**config.mk**
```make
export PLATFORM = sky130hd
export DESIGN_NAME = id_ex_operand_stage
export DESIGN_NICKNAME = d
export VERILOG_FILES = /design/src/rtl/id_ex_operand_stage.sv
export SDC_FILE = /design/constraint.sdc
export NUM_CORES = 1
export LEC_CHECK = 0
export BUFFER_PORTS_ARGS = -buffer_cell sky130_fd_sc_hd__buf_2
export CAP_MARGIN = 15
export CORE_UTILIZATION = 34
export DETAILED_ROUTE_END_ITERATION = 10
export SETUP_SLACK_MARGIN = 0.3
export SLEW_MARGIN = 20
export SYNTH_ARGS = -nofsm -noshare
export SYNTH_HDL_FRONTEND = slang
export SYNTH_SLANG_ARGS = --single-unit
```
**constraint.sdc**
```tcl
create_clock -name clk_i -period 4.3 [get_ports clk_i]
set_input_delay 0.86 -clock clk_i [delete_from_list [all_inputs] [get_ports clk_i]]
set_output_delay 0.86 -clock clk_i [all_outputs]
set_load 0.05 [all_outputs]
```
**src/rtl/id_ex_operand_stage.sv**
```systemverilog
// ID/EX pipeline register with operand forwarding and load-use stall detection.
// Holds one decoded instruction for the EX stage. The ALU operands are formed
// combinationally from the latched register-file values. A value from EX/MEM or
// MEM/WB overrides the latched value when that stage writes the same register.
module id_ex_operand_stage #(
  parameter int unsigned DW = 32,
  parameter int unsigned AW = 5
) (
  input  logic          clk_i,
  input  logic          rst_i,
  input  logic          flush_i,
  input  logic          id_valid_i,
  input  logic [DW-1:0] id_rs_data_i,
  input  logic [DW-1:0] id_rt_data_i,
  input  logic [DW-1:0] id_imm_i,
  input  logic [AW-1:0] id_rs_i,
  input  logic [AW-1:0] id_rt_i,
  input  logic [AW-1:0] id_rd_i,
  input  logic [3:0]    id_ctrl_i,
  input  logic          id_alu_src_i,
  input  logic          id_reg_write_i,
  input  logic          id_mem_read_i,
  input  logic          id_mem_write_i,
  input  logic          exmem_reg_write_i,
  input  logic [AW-1:0] exmem_rd_i,
  input  logic [DW-1:0] exmem_data_i,
  input  logic          memwb_reg_write_i,
  input  logic [AW-1:0] memwb_rd_i,
  input  logic [DW-1:0] memwb_data_i,
  output logic [DW-1:0] src1_o,
  output logic [DW-1:0] src2_o,
  output logic [3:0]    ctrl_o,
  output logic [DW-1:0] store_data_o,
  output logic [AW-1:0] rd_o,
  output logic          valid_o,
  output logic          reg_write_o,
  output logic          mem_read_o,
  output logic          mem_write_o,
  output logic          stall_o
);

  // Control fields; cleared on every bubble.
  logic          valid_q;
  logic          reg_write_q;
  logic          mem_read_q;
  logic          mem_write_q;
  logic [3:0]    ctrl_q;

  // Data fields; only meaningful while valid_q is set.
  logic          alu_src_q;
  logic [AW-1:0] rs_q;
  logic [AW-1:0] rt_q;
  logic [AW-1:0] rd_q;
  logic [DW-1:0] rs_data_q;
  logic [DW-1:0] rt_data_q;
  logic [DW-1:0] imm_q;

  logic          rs_dep;
  logic          rt_dep;
  logic          load_use;
  logic          bubble;

  logic          ex_hit_rs;
  logic          ex_hit_rt;
  logic          wb_hit_rs;
  logic          wb_hit_rt;
  logic [DW-1:0] fwd_rs;
  logic [DW-1:0] fwd_rt;

  // Load-use hazard: the load in EX targets a register the ID instruction reads.
  // The rt operand counts when it feeds the ALU or when it is store write data.
  always_comb begin
    rs_dep   = (rd_q == id_rs_i);
    rt_dep   = (rd_q == id_rt_i) & (~id_alu_src_i | id_mem_write_i);
    load_use = valid_q & mem_read_q & (rd_q != '0) & (rs_dep | rt_dep);
    stall_o  = load_use & id_valid_i & ~flush_i;
    bubble   = flush_i | stall_o;
  end

  // Control register: reset clears it, a flush or stall inserts a bubble.
  always_ff @(posedge clk_i) begin
    if (rst_i) begin
      valid_q     <= 1'b0;
      reg_write_q <= 1'b0;
      mem_read_q  <= 1'b0;
      mem_write_q <= 1'b0;
      ctrl_q      <= '0;
    end else if (bubble) begin
      valid_q     <= 1'b0;
      reg_write_q <= 1'b0;
      mem_read_q  <= 1'b0;
      mem_write_q <= 1'b0;
      ctrl_q      <= '0;
    end else begin
      valid_q     <= id_valid_i;
      reg_write_q <= id_reg_write_i;
      mem_read_q  <= id_mem_read_i;
      mem_write_q <= id_mem_write_i;
      ctrl_q      <= id_ctrl_i;
    end
  end

  // Data register: holds its value across a bubble since it is unused then.
  always_ff @(posedge clk_i) begin
    if (rst_i) begin
      alu_src_q <= 1'b0;
      rs_q      <= '0;
      rt_q      <= '0;
      rd_q      <= '0;
      rs_data_q <= '0;
      rt_data_q <= '0;
      imm_q     <= '0;
    end else if (!bubble) begin
      alu_src_q <= id_alu_src_i;
      rs_q      <= id_rs_i;
      rt_q      <= id_rt_i;
      rd_q      <= id_rd_i;
      rs_data_q <= id_rs_data_i;
      rt_data_q <= id_rt_data_i;
      imm_q     <= id_imm_i;
    end
  end

  // Forwarding select: the younger EX/MEM result beats MEM/WB; $0 is never forwarded.
  always_comb begin
    ex_hit_rs = exmem_reg_write_i & (exmem_rd_i != '0) & (exmem_rd_i == rs_q);
    ex_hit_rt = exmem_reg_write_i & (exmem_rd_i != '0) & (exmem_rd_i == rt_q);
    wb_hit_rs = memwb_reg_write_i & (memwb_rd_i != '0) & (memwb_rd_i == rs_q);
    wb_hit_rt = memwb_reg_write_i & (memwb_rd_i != '0) & (memwb_rd_i == rt_q);

    if (ex_hit_rs)      fwd_rs = exmem_data_i;
    else if (wb_hit_rs) fwd_rs = memwb_data_i;
    else                fwd_rs = rs_data_q;

    if (ex_hit_rt)      fwd_rt = exmem_data_i;
    else if (wb_hit_rt) fwd_rt = memwb_data_i;
    else                fwd_rt = rt_data_q;
  end

  // Output drive: ALU operands plus valid-gated memory/writeback strobes.
  always_comb begin
    src1_o       = fwd_rs;
    src2_o       = alu_src_q ? imm_q : fwd_rt;
    store_data_o = fwd_rt;
    ctrl_o       = ctrl_q;
    rd_o         = rd_q;
    valid_o      = valid_q;
    reg_write_o  = valid_q & reg_write_q;
    mem_read_o   = valid_q & mem_read_q;
    mem_write_o  = valid_q & mem_write_q;
  end

endmodule

```
==> results of run 1 <==
[synthesized netlist by cell type, types with 2 or more instances]
master / count
mux2_2: 32
buf_4: 3
a21oi_1: 33
nor3_1: 34
o21ai_0: 85
nor2_1: 35
dfxtp_1: 120
a31oi_4: 30
nand2_1: 224
xnor2_1: 16
buf_2: 29
clkbuf_1: 99
a31oi_1: 2
buf_1: 14
buf_12: 3
or4_1: 2
and2_1: 11
or4_4: 2
mux2i_1: 32
nor4b_1: 112
nor3b_1: 112
nand3_1: 33
nand4_1: 3
a211o_1: 112
o21ai_1: 60
xor2_1: 14
[cells by family after synthesis]
| kind of cell | count (synthesis) | share of synthesized area [%] |
|---|---|---|
| simple gates | 572 | 33.25 |
| flops | 120 | 24.29 |
| mux | 64 | 6.883 |
| compound gates | 328 | 26.18 |
| buf+inv | 150 | 6.743 |
| xor+xnor | 30 | 2.657 |
[power breakdown]
part / switching (mW) / total (mW) / internal, mW / leakage [nW]
combinational: 1.07 / 1.59 / 0.522 / 3.78
clock: 0.610 / 1.60 / 0.986 / 0.308
sequential: 0.121 / 1.35 / 1.23 / 1.00
[worst max-delay path, delay by kind of cell]
kind / cells / cell delay, ns
buffers and inverters: 3 / 0.77
AND/OR/NAND/NOR: 2 / 0.67
multiplexers: 1 / 0.24
AO/OA/AOI/OAI: 2 / 0.53
[cell type report]
class                           instances  area share (%)
Antenna cell                            8          0.1629
Clock buffer                           17           3.462
Sequential cell                       120           19.56
Inverter                                1         0.03055
Timing Repair Buffer                  336           15.41
Multi-Input combinational cell        994           55.74
Tap cell                              384           3.910
Clock inverter                         15           1.731
[metal layers]
layer | vias to the layer above | global-route usage [%]
met5 | - | 0
met4 | 8 | 8.891
met3 | 56 | 5.871
met2 | 410 | 41.48
met1 | 5037 | 33.79
li1 | 5070 | -
[worst max-delay path by stage]
| stage | start | depth (start not counted) | slack (ns) | end |
|---|---|---|---|---|
| floorplan | memwb_rd_i[1] | 5 | 0.32 | src2_o[0] |
| global placement | exmem_rd_i[1] | 8 | 0.43 | src1_o[1] |
| detailed placement | exmem_rd_i[1] | 8 | 0.39 | src2_o[0] |
| CTS | memwb_rd_i[1] | 8 | 0.38 | src2_o[0] |
| global route | exmem_rd_i[1] | 8 | 0.32 | src2_o[0] |
| finish | exmem_rd_i[1] | 8 | 0.37 | src2_o[0] |
[metrics by stage]
step	cells	utilization, %	total power, mW
floorplan	1264	-	2.479
global placement	1829	40.42	2.936
detailed placement	1829	40.42	2.951
CTS	1861	42.65	4.555
global route	1872	42.90	4.709
finish	1875	42.93	4.538
[flip-flops by register name (all words and copies together) (netlist names)]
| register | cells |
|---|---|
| valid_o | 1 |
| alu_src_q | 1 |
| rs_data_q | 32 |
| mem_write_q | 1 |
| mem_read_q | 1 |
| rt_data_q | 32 |
| ctrl_o | 4 |
| rt_q | 5 |
| rs_q | 5 |
| rd_o | 5 |
| imm_q | 32 |
| reg_write_q | 1 |
[repair_timing]
| action | CTS | global route |
|---|---|---|
| endpoints found under the hold margin | 0 | 0 |
| gates resized for setup | 0 | 1 |
| setup buffers | 0 | 6 |
| endpoints found under the setup margin | 0 | 9 |
==> impl_metrics.py, run 1 <==
metrics = {
    "critical_path": {
        "regToRegEndpoint": "imm_q[8]$_SDFFE_PP0N_",
        "slowest_stage": "or4_4",
        "r2r-start": "rd_o[0]$_SDFFE_PP0N_",
        "path_class": "primary input to primary output",
        "cpMostUsedCell": "buf_2",
        "cp_max_fo": 32,
        "reg2reg_depth": 5,
        "crit_required_ns": 3.44,
        "rrSetupSlack_ns": 1.64,
        "arrival_ns": 3.07,
        "cpPeakStageDelay_ns": 0.56,
        "crit_chain": "buf_2 > or4_4 > o211ai_4 > buf_4 > nor3_1 > a31oi_1 > mux2_2 > buf_2",
        "crit_path_end_kind": "primary output",
        "cp-start-kind": "primary input",
    },
    "detailed_routing": {
        "avgRoutedWirePerCell_um": 21.16,
        "m1WireLength_mm": 17.45,
        "drc": 0,
        "drt-total-wl_mm": 39.68,
        "firstDrtPassIters": 7,
        "drt_first_iter_violations": 1051,
        "via_per_inst": 5.643,
        "vias": 10581,
        "maxUsedRoutingLayer": "met5",
        "wl_met2_mm": 18.38,
        "antenna_left": 0,
        "routed-wl-met3_mm": 2.891,
    },
    "clock_tree": {
        "clock-sinks": 120,
        "hold_buffers": 0,
        "path_clk_slew_ns": 0.05,
        "clock_path_buffers": 2,
        "cts_tree": "built",
        "root_buffer": "clkbuf_16",
        "cts_buffers": 17,
        "htreeDepth": 4,
        "clk_latency_ns": 0.43,
    },
    "layout": {
        "nNetsFinal": 1669,
        "drive_above_1_share_pct": 29.60,
        "areaGrowthSynthToFinish_pct": 24.25,
        "layout_common_cells": "buf_2, nand2_1, dfxtp_1",
        "final_cell_area_mm2": 0.01229,
        "final_common_cell": "buf_2",
        "regArea_mm2": 0.002404,
        "n_fill_cell": 2923,
        "multiInputGateArea_mm2": 0.006849,
    },
    "sta": {
        "hold_viol_final": 0,
        "fin_worst_skew_ns": 0.008808,
        "setup_violations": 0,
        "worstMarginPinSlew_ns": 1.037,
        "fin_crit_sh_pct": 91.33,
        "clock.fmax_mhz": 254.6,
        "slew_headroom_pct": 30.85,
        "setup_slack_ns": 0.3728,
        "fin_crit_ns": 3.927,
        "fin_setup_tns_ns": 0,
        "rsz0062_at_grt": "no",
        "whs_ns": 0.6240,
        "report.final.slew_viol_count": 0,
    },
    "placed_design": {
        "io_buffers": 308,
        "dpl.hpwl_mm": 28.34,
        "dp_slack_ns": 0.3862,
        "postPlaceCellArea_mm2": 0.01157,
        "gp_congestion": 0.8559,
    },
    "min_path": {
        "hold_depth": 3,
        "hp-class": "flip-flop to flip-flop",
        "whs_endpoint": "rt_data_q[17]$_SDFFE_PP0N_",
        "hp-start": "rt_data_q[17]$_SDFFE_PP0N_",
    },
    "synthesis": {
        "synth.top_cells.by_area": "dfxtp_1, a211o_1, nor4b_1",
        "synth_fp_nets": 1463,
        "synth_top_cell_by_area": "dfxtp_1",
        "async_flop_share_pct": 0,
        "synth-main-ff-cell": "dfxtp_1",
        "ys_seq_area_share_pct": 24.29,
        "synth_area_mm2": 0.009889,
        "synth_edf_count": 0,
        "avgSynthCellArea_um2": 7.824,
        "synth_seq_cells": 120,
        "synth_cells": 1264,
        "ys_warn_count": 0,
        "ys_types": 38,
        "yosys.area.top_type_share_pct": 24.29,
    },
    "floorplanning": {
        "ios": 309,
        "core_mm2": 0.02863,
        "die-area_mm2": 0.02977,
        "start_util_pct": 34.55,
        "die_h_um": 172.6,
        "die_w_um": 172.6,
        "fp-row-count": 62,
    },
    "global_route": {
        "grt_pass1_vias": 9692,
        "antenna_found_initial": 16,
        "grt_overflow_total": 0,
        "grt_max_degree": 226,
        "grt_pass1_wl_mm": 59.25,
        "grt_usage_pct": 25.80,
    },
    "run_status": {
        "outcome": "completed",
    },
    "flow_run": {
        "maxCapViolations": 0,
    },
    "power": {
        "powerDensity_mw_per_mm2": 369.3,
        "ir_worst_vdd_v": 0.0002394,
        "leakage_nw": 5.094,
    },
}
Power figures use the tool's default switching activity.
==> run 2, diff against run 1 <==
Settings changed: CELL_PAD_IN_SITES_DETAIL_PLACEMENT from default to 1, CELL_PAD_IN_SITES_GLOBAL_PLACEMENT from default to 1, CTS_CLUSTER_SIZE from default to 40, PLACE_DENSITY_LB_ADDON from default to 0.1.
==> run 2 against run 1 <==
Net effect:
- via count increased by 0.96%
- final cell count rose by 0.27%
- first-iteration DRC count down 14%
- non-clock buffer count grew 8
==> impl_metrics.py, run 2 (synthesized netlist as in run 1, its figures left out) <==
metrics = {
    "clock_tree": {
        "clk_latency_ns": 0.44,
        "clock_path_buffers": 2,
        "hold_buffers": 0,
        "cts_tree": "built",
        "path_clk_slew_ns": 0.07,
        "cts_buffers": 17,
        "clock-sinks": 120,
        "htreeDepth": 4,
        "root_buffer": "clkbuf_16",
    },
    "global_route": {
        "grt_usage_pct": 27.37,
        "grt_overflow_total": 0,
        "antenna_found_initial": 7,
        "grt_pass1_wl_mm": 63.01,
        "grt_max_degree": 226,
        "grt_pass1_vias": 10418,
    },
    "layout": {
        "n_fill_cell": 3523,
        "layout_common_cells": "buf_2, nand2_1, dfxtp_1",
        "areaGrowthSynthToFinish_pct": 24.90,
        "multiInputGateArea_mm2": 0.006848,
        "nNetsFinal": 1677,
        "regArea_mm2": 0.002404,
        "drive_above_1_share_pct": 30.05,
        "reg_top3": "imm_q x32, rs_data_q x32, rt_data_q x32",
        "final_cell_area_mm2": 0.01235,
        "final_common_cell": "buf_2",
    },
    "critical_path": {
        "crit_chain": "buf_2 > or4_4 > o211ai_4 > buf_4 > o21ai_1 > a31oi_4 > mux2_2 > buf_2",
        "reg2reg_depth": 5,
        "cpPeakStageDelay_ns": 0.57,
        "crit_required_ns": 3.44,
        "crit_path_end_kind": "primary output",
        "crit_family": "compound AO/OA/AOI/OAI gates",
        "cp-start-kind": "primary input",
        "critical_path_buf_inv_count": 3,
        "regToRegEndpoint": "rt_data_q[6]$_SDFFE_PP0N_",
        "arrival_ns": 3.07,
        "cp_max_fo": 20,
        "r2r-start": "rd_o[0]$_SDFFE_PP0N_",
        "cpMostUsedCell": "buf_2",
        "slowest_stage": "or4_4",
        "rrSetupSlack_ns": 1.56,
        "path_class": "primary input to primary output",
    },
    "detailed_routing": {
        "antenna_left": 0,
        "firstDrtPassIters": 5,
        "via_per_inst": 5.682,
        "vias": 10683,
        "drc": 0,
        "drt-total-wl_mm": 41.66,
        "drt_first_iter_violations": 899,
        "avgRoutedWirePerCell_um": 22.16,
    },
    "run_status": {
        "outcome": "completed",
    },
    "sta": {
        "fin_worst_skew_ns": 0.02093,
        "setup_violations": 0,
        "fin_crit_sh_pct": 91.40,
        "setup_slack_ns": 0.3698,
        "report.final.slew_viol_count": 0,
        "worstMarginPinSlew_ns": 1.120,
        "rsz0062_at_grt": "no",
        "fin_setup_tns_ns": 0,
        "clock.fmax_mhz": 254.4,
        "slew_headroom_pct": 25.33,
        "hold_viol_final": 0,
        "fin_crit_ns": 3.930,
    },
    "placed_design": {
        "io_buffers": 308,
        "dp_slack_ns": 0.3032,
        "postPlaceCellArea_mm2": 0.01159,
        "dpl.hpwl_mm": 29.73,
        "gp_congestion": 0.8453,
    },
    "floorplanning": {
        "core_mm2": 0.02863,
        "die_h_um": 172.6,
        "ios": 309,
        "die_w_um": 172.6,
        "fp-row-count": 62,
        "die-area_mm2": 0.02977,
        "start_util_pct": 34.55,
    },
    "flow_run": {
        "maxCapViolations": 0,
    },
    "min_path": {
        "hp-class": "primary input to flip-flop",
        "hp-start": "id_ctrl_i[3]",
        "hold_depth": 2,
        "whs_endpoint": "ctrl_o[3]$_SDFF_PP0_",
    },
    "power": {
        "powerDensity_mw_per_mm2": 376.3,
        "ir_worst_vdd_v": 0.0002150,
        "leakage_nw": 5.144,
    },
}
==> run 2: routing by layer <==
layer  global-route usage [%]  share of wire (%)  up-vias
met5                        0                  0        -
li1                         -                  -     5076
met1                    37.60                 47     5232
met2                    43.41                 45      324
met3                    4.881                5.0       51
met4                    8.222                2.4        0
==> run 2: how the worst max path moves through the flow <==
stage                       to          start  cells after the start  slack (ns)
floorplan            src2_o[0]  memwb_rd_i[1]                      5        0.32
global placement    src2_o[10]  memwb_rd_i[0]                      8        0.34
detailed placement  src2_o[10]  memwb_rd_i[0]                      8        0.30
CTS                 src1_o[31]  memwb_rd_i[4]                      8        0.32
global route        src1_o[22]  exmem_rd_i[1]                      8        0.31
finish              src2_o[14]  memwb_rd_i[1]                      8        0.37
==> run 2: through the flow <==
step	cells	hold slack [ns]	util (%)	power, mW
final	1880	0.6161	43.15	4.648
after global routing	1877	0.6126	43.12	4.830
after CTS	1868	0.6045	42.88	4.679
after detailed placement	1833	0.6130	40.48	2.978
after global placement	1833	0.6015	40.48	2.960
after floorplan	1264	0.5786	-	2.479
==> run 2: power by group <==
group | internal, mW | leakage (nW) | switching (mW)
Combinational | 0.525 | 3.82 | 1.08
Clock | 1.04 | 0.323 | 0.638
Sequential | 1.23 | 1.00 | 0.130
==> run 2: layout make-up <==
class | count | share of cell area (%)
inverter | 1 | 0.03039
tap | 384 | 3.890
multi-input combinational | 994 | 55.44
clock buffer | 17 | 3.444
clock inverter | 15 | 1.925
antenna | 5 | 0.1013
timing repair buffer | 344 | 15.71
sequential | 120 | 19.46
==> run 2: repair_timing <==
item | in CTS | in global routing
endpoints found under the setup margin | 2 | 22
setup buffers | 3 | 7
gates resized for setup | 0 | 0
pin swaps | 1 | 1
==> run 2: worst register-to-register path, delay by kind of cell, from the launching register on <==
kind / cells / cell delay, ns
AOI/OAI and AO/OA: 2 / 0.59
and+or+nand+nor: 2 / 0.99
DFF: 1 / 0.38
buffers and inverters: 1 / 0.65
==> run 3, diff against run 2 <==
Settings changed: ABC_AREA from default to 1.
==> run 3 against run 2 <==
Net effect:
- core utilization is 1.2 points higher
- total power is 17% lower
- die area is 18% lower
- design area is 16% lower
- clock power is 11% lower
==> impl_metrics.py, run 3 <==
metrics = {
    "clock_tree": {
        "path_clk_slew_ns": 0.05,
        "clock-sinks": 120,
        "cts_buffers": 17,
        "post_cts_buffers": 0,
        "hold_buffers": 0,
        "clk_latency_ns": 0.42,
        "root_buffer": "clkbuf_16",
        "cts_resized": 0,
        "htreeDepth": 4,
        "cts_tree": "built",
        "clock_path_buffers": 2,
    },
    "floorplanning": {
        "die_w_um": 156.1,
        "die-area_mm2": 0.02438,
        "start_util_pct": 34.51,
        "ios": 309,
        "core_mm2": 0.02340,
        "fp-row-count": 56,
        "die_h_um": 156.1,
    },
    "placed_design": {
        "dpl.hpwl_mm": 24.50,
        "io_buffers": 308,
        "dp_slack_ns": 0.7278,
        "gp_congestion": 0.9210,
    },
    "critical_path": {
        "arrival_ns": 2.75,
        "crit_start": "memwb_rd_i[0]",
        "crit_path_end_kind": "primary output",
        "cp_max_fo": 32,
        "cp-start-kind": "primary input",
        "path_class": "primary input to primary output",
        "r2r-start": "rd_o[3]$_SDFFE_PP0N_",
        "crit_required_ns": 3.44,
    },
    "synthesis": {
        "synth_commonest_cells": "nand3_1, nand2_1, inv_1, nor2_1, dfxtp_1",
        "synth_edf_count": 0,
        "synth.top_cells.by_area": "dfxtp_1, nand3_1, nand2_1",
        "ys_types": 25,
        "synth_area_mm2": 0.008076,
        "synth_top_cell_by_area": "dfxtp_1",
        "ys_seq_area_share_pct": 29.74,
        "synth_fp_nets": 1577,
        "synth-main-ff-cell": "dfxtp_1",
        "ys_warn_count": 0,
        "synth_seq_cells": 120,
        "avgSynthCellArea_um2": 5.861,
        "yosysMostFrequentCell": "nand3_1",
        "synth_cells": 1378,
        "yosys.area.top_type_share_pct": 29.74,
        "async_flop_share_pct": 0,
    },
    "power": {
        "ir_worst_vdd_v": 0.0002372,
        "leakage_nw": 5.998,
        "powerDensity_mw_per_mm2": 370.1,
        "finalPower_mw": 3.842,
    },
    "detailed_routing": {
        "drc": 0,
        "vias": 9723,
        "drt-total-wl_mm": 35.00,
        "via_per_inst": 4.971,
        "antenna_left": 0,
        "firstDrtPassIters": 7,
        "drt_first_iter_violations": 676,
        "avgRoutedWirePerCell_um": 17.89,
    },
    "global_route": {
        "grt_usage_pct": 28.46,
        "met2_usage_pct": 45.90,
        "grt_pass1_vias": 9677,
        "grt_use_met3_pct": 7.250,
        "grt_overflow_total": 0,
        "antenna_found_initial": 8,
        "grt_max_degree": 192,
        "grt_pass1_wl_mm": 53.02,
        "busiest_layer": "met2",
        "grt_util_met1_pct": 37.51,
    },
    "sta": {
        "setup_violations": 0,
        "hold_viol_final": 0,
        "fin_crit_sh_pct": 83.86,
        "slew_headroom_pct": 36.82,
        "setup_slack_ns": 0.6942,
        "worstMarginPinSlew_ns": 0.9467,
        "report.final.slew_viol_count": 0,
        "fin_setup_tns_ns": 0,
        "fin_worst_skew_ns": 0.01176,
        "rsz0062_at_grt": "no",
        "clock.fmax_mhz": 277.3,
        "whs_ns": 0.4779,
        "fin_crit_ns": 3.606,
    },
    "layout": {
        "regArea_mm2": 0.002402,
        "n_fill_cell": 3319,
        "reg_top3": "imm_q x32, rs_data_q x32, rt_data_q x32",
        "nNetsFinal": 1819,
        "fin_util_pct": 44.35,
        "layout_common_cells": "buf_2, nand3_1, nand2_1",
        "multiInputGateArea_mm2": 0.004363,
        "final_common_cell": "buf_2",
        "drive_above_1_share_pct": 22.43,
        "areaGrowthSynthToFinish_pct": 28.50,
    },
    "min_path": {
        "hp-class": "flip-flop to flip-flop",
        "hp-start": "imm_q[4]$_SDFFE_PP0N_",
    },
    "flow_run": {
        "maxCapViolations": 0,
    },
    "run_status": {
        "outcome": "completed",
    },
}
==> run 3: cell types whose count changed after synthesis, sizes merged, moves of 52 or more <==
cell / delta
nor3b: -112
nor4b: -112
clkbuf: -52
a211o: -112
nor2: +101
inv: +230
nand3: +247
a21oi: +79
o21ai: -109
==> run 3: cell families (layout without fill, tap and decap cells) <==
family / count (synthesis) / in the layout / synth area share (%)
AND/OR/NAND/NOR: 752 / 752 / 41.69
flip-flops: 120 / 120 / 29.74
AO/OA/AOI/OAI: 148 / 148 / 9.171
XOR/XNOR: 23 / 23 / 2.494
buffers and inverters: 335 / 589 / 16.90
other: 0 / 5 / 0
==> run 3: worst paths after layout <==
kind,end,slack (ns),cells past startpoint
worst max-delay path,src2_o[15],0.69,12
worst min-delay path,imm_q[4]$_SDFFE_PP0N_,0.48,2
worst min register to register,imm_q[4]$_SDFFE_PP0N_,0.48,2
worst max register to register,ctrl_o[1]$_SDFF_PP0_,1.72,8
==> run 3: power breakdown <==
group / internal, mW / switching [mW] / leakage (nW)
Sequential: 1.19 / 0.0508 / 0.997
Combinational: 0.307 / 0.806 / 4.70
Clock: 0.949 / 0.540 / 0.296
Total: 2.45 / 1.40 / 6.00
==> run 3: layer usage <==
metal / vias up / wire, um
met5: - / 46
met4: 6 / 442
met3: 36 / 2437
met2: 326 / 15950
met1: 4536 / 16120
li1: 4819 / -
==> run 3: final cells by class <==
| cell class | count | share of cell area (%) |
|---|---|---|
| flip-flops and latches | 120 | 23.15 |
| clock buffers | 22 | 4.569 |
| diodes | 5 | 0.1206 |
| clock inverters | 9 | 1.181 |
| repair buffers | 326 | 16.64 |
| multi-input cells | 923 | 42.04 |
| well taps | 319 | 3.846 |
| inverters | 232 | 8.463 |
==> run 3: metrics by stage <==
| step | instances | area [um^2] |
|---|---|---|
| final | 1956 | 10380 |
| after global routing | 1954 | 10370 |
| after CTS | 1951 | 10370 |
| after detailed placement | 1920 | 9769 |
| after global placement | 1920 | 9769 |
| after floorplan | 1378 | 8077 |
==> run 3: critical path, stage by stage <==
cell	delay [ns]
buf_2	0.13
nor2_1	0.13
nand3_1	0.09
nand2_1	0.15
inv_1	0.09
nand3_1	0.09
buf_4	0.39
nand2_1	0.10
nand3_1	0.10
nand3_1	0.19
nand2_1	0.14
buf_2	0.29
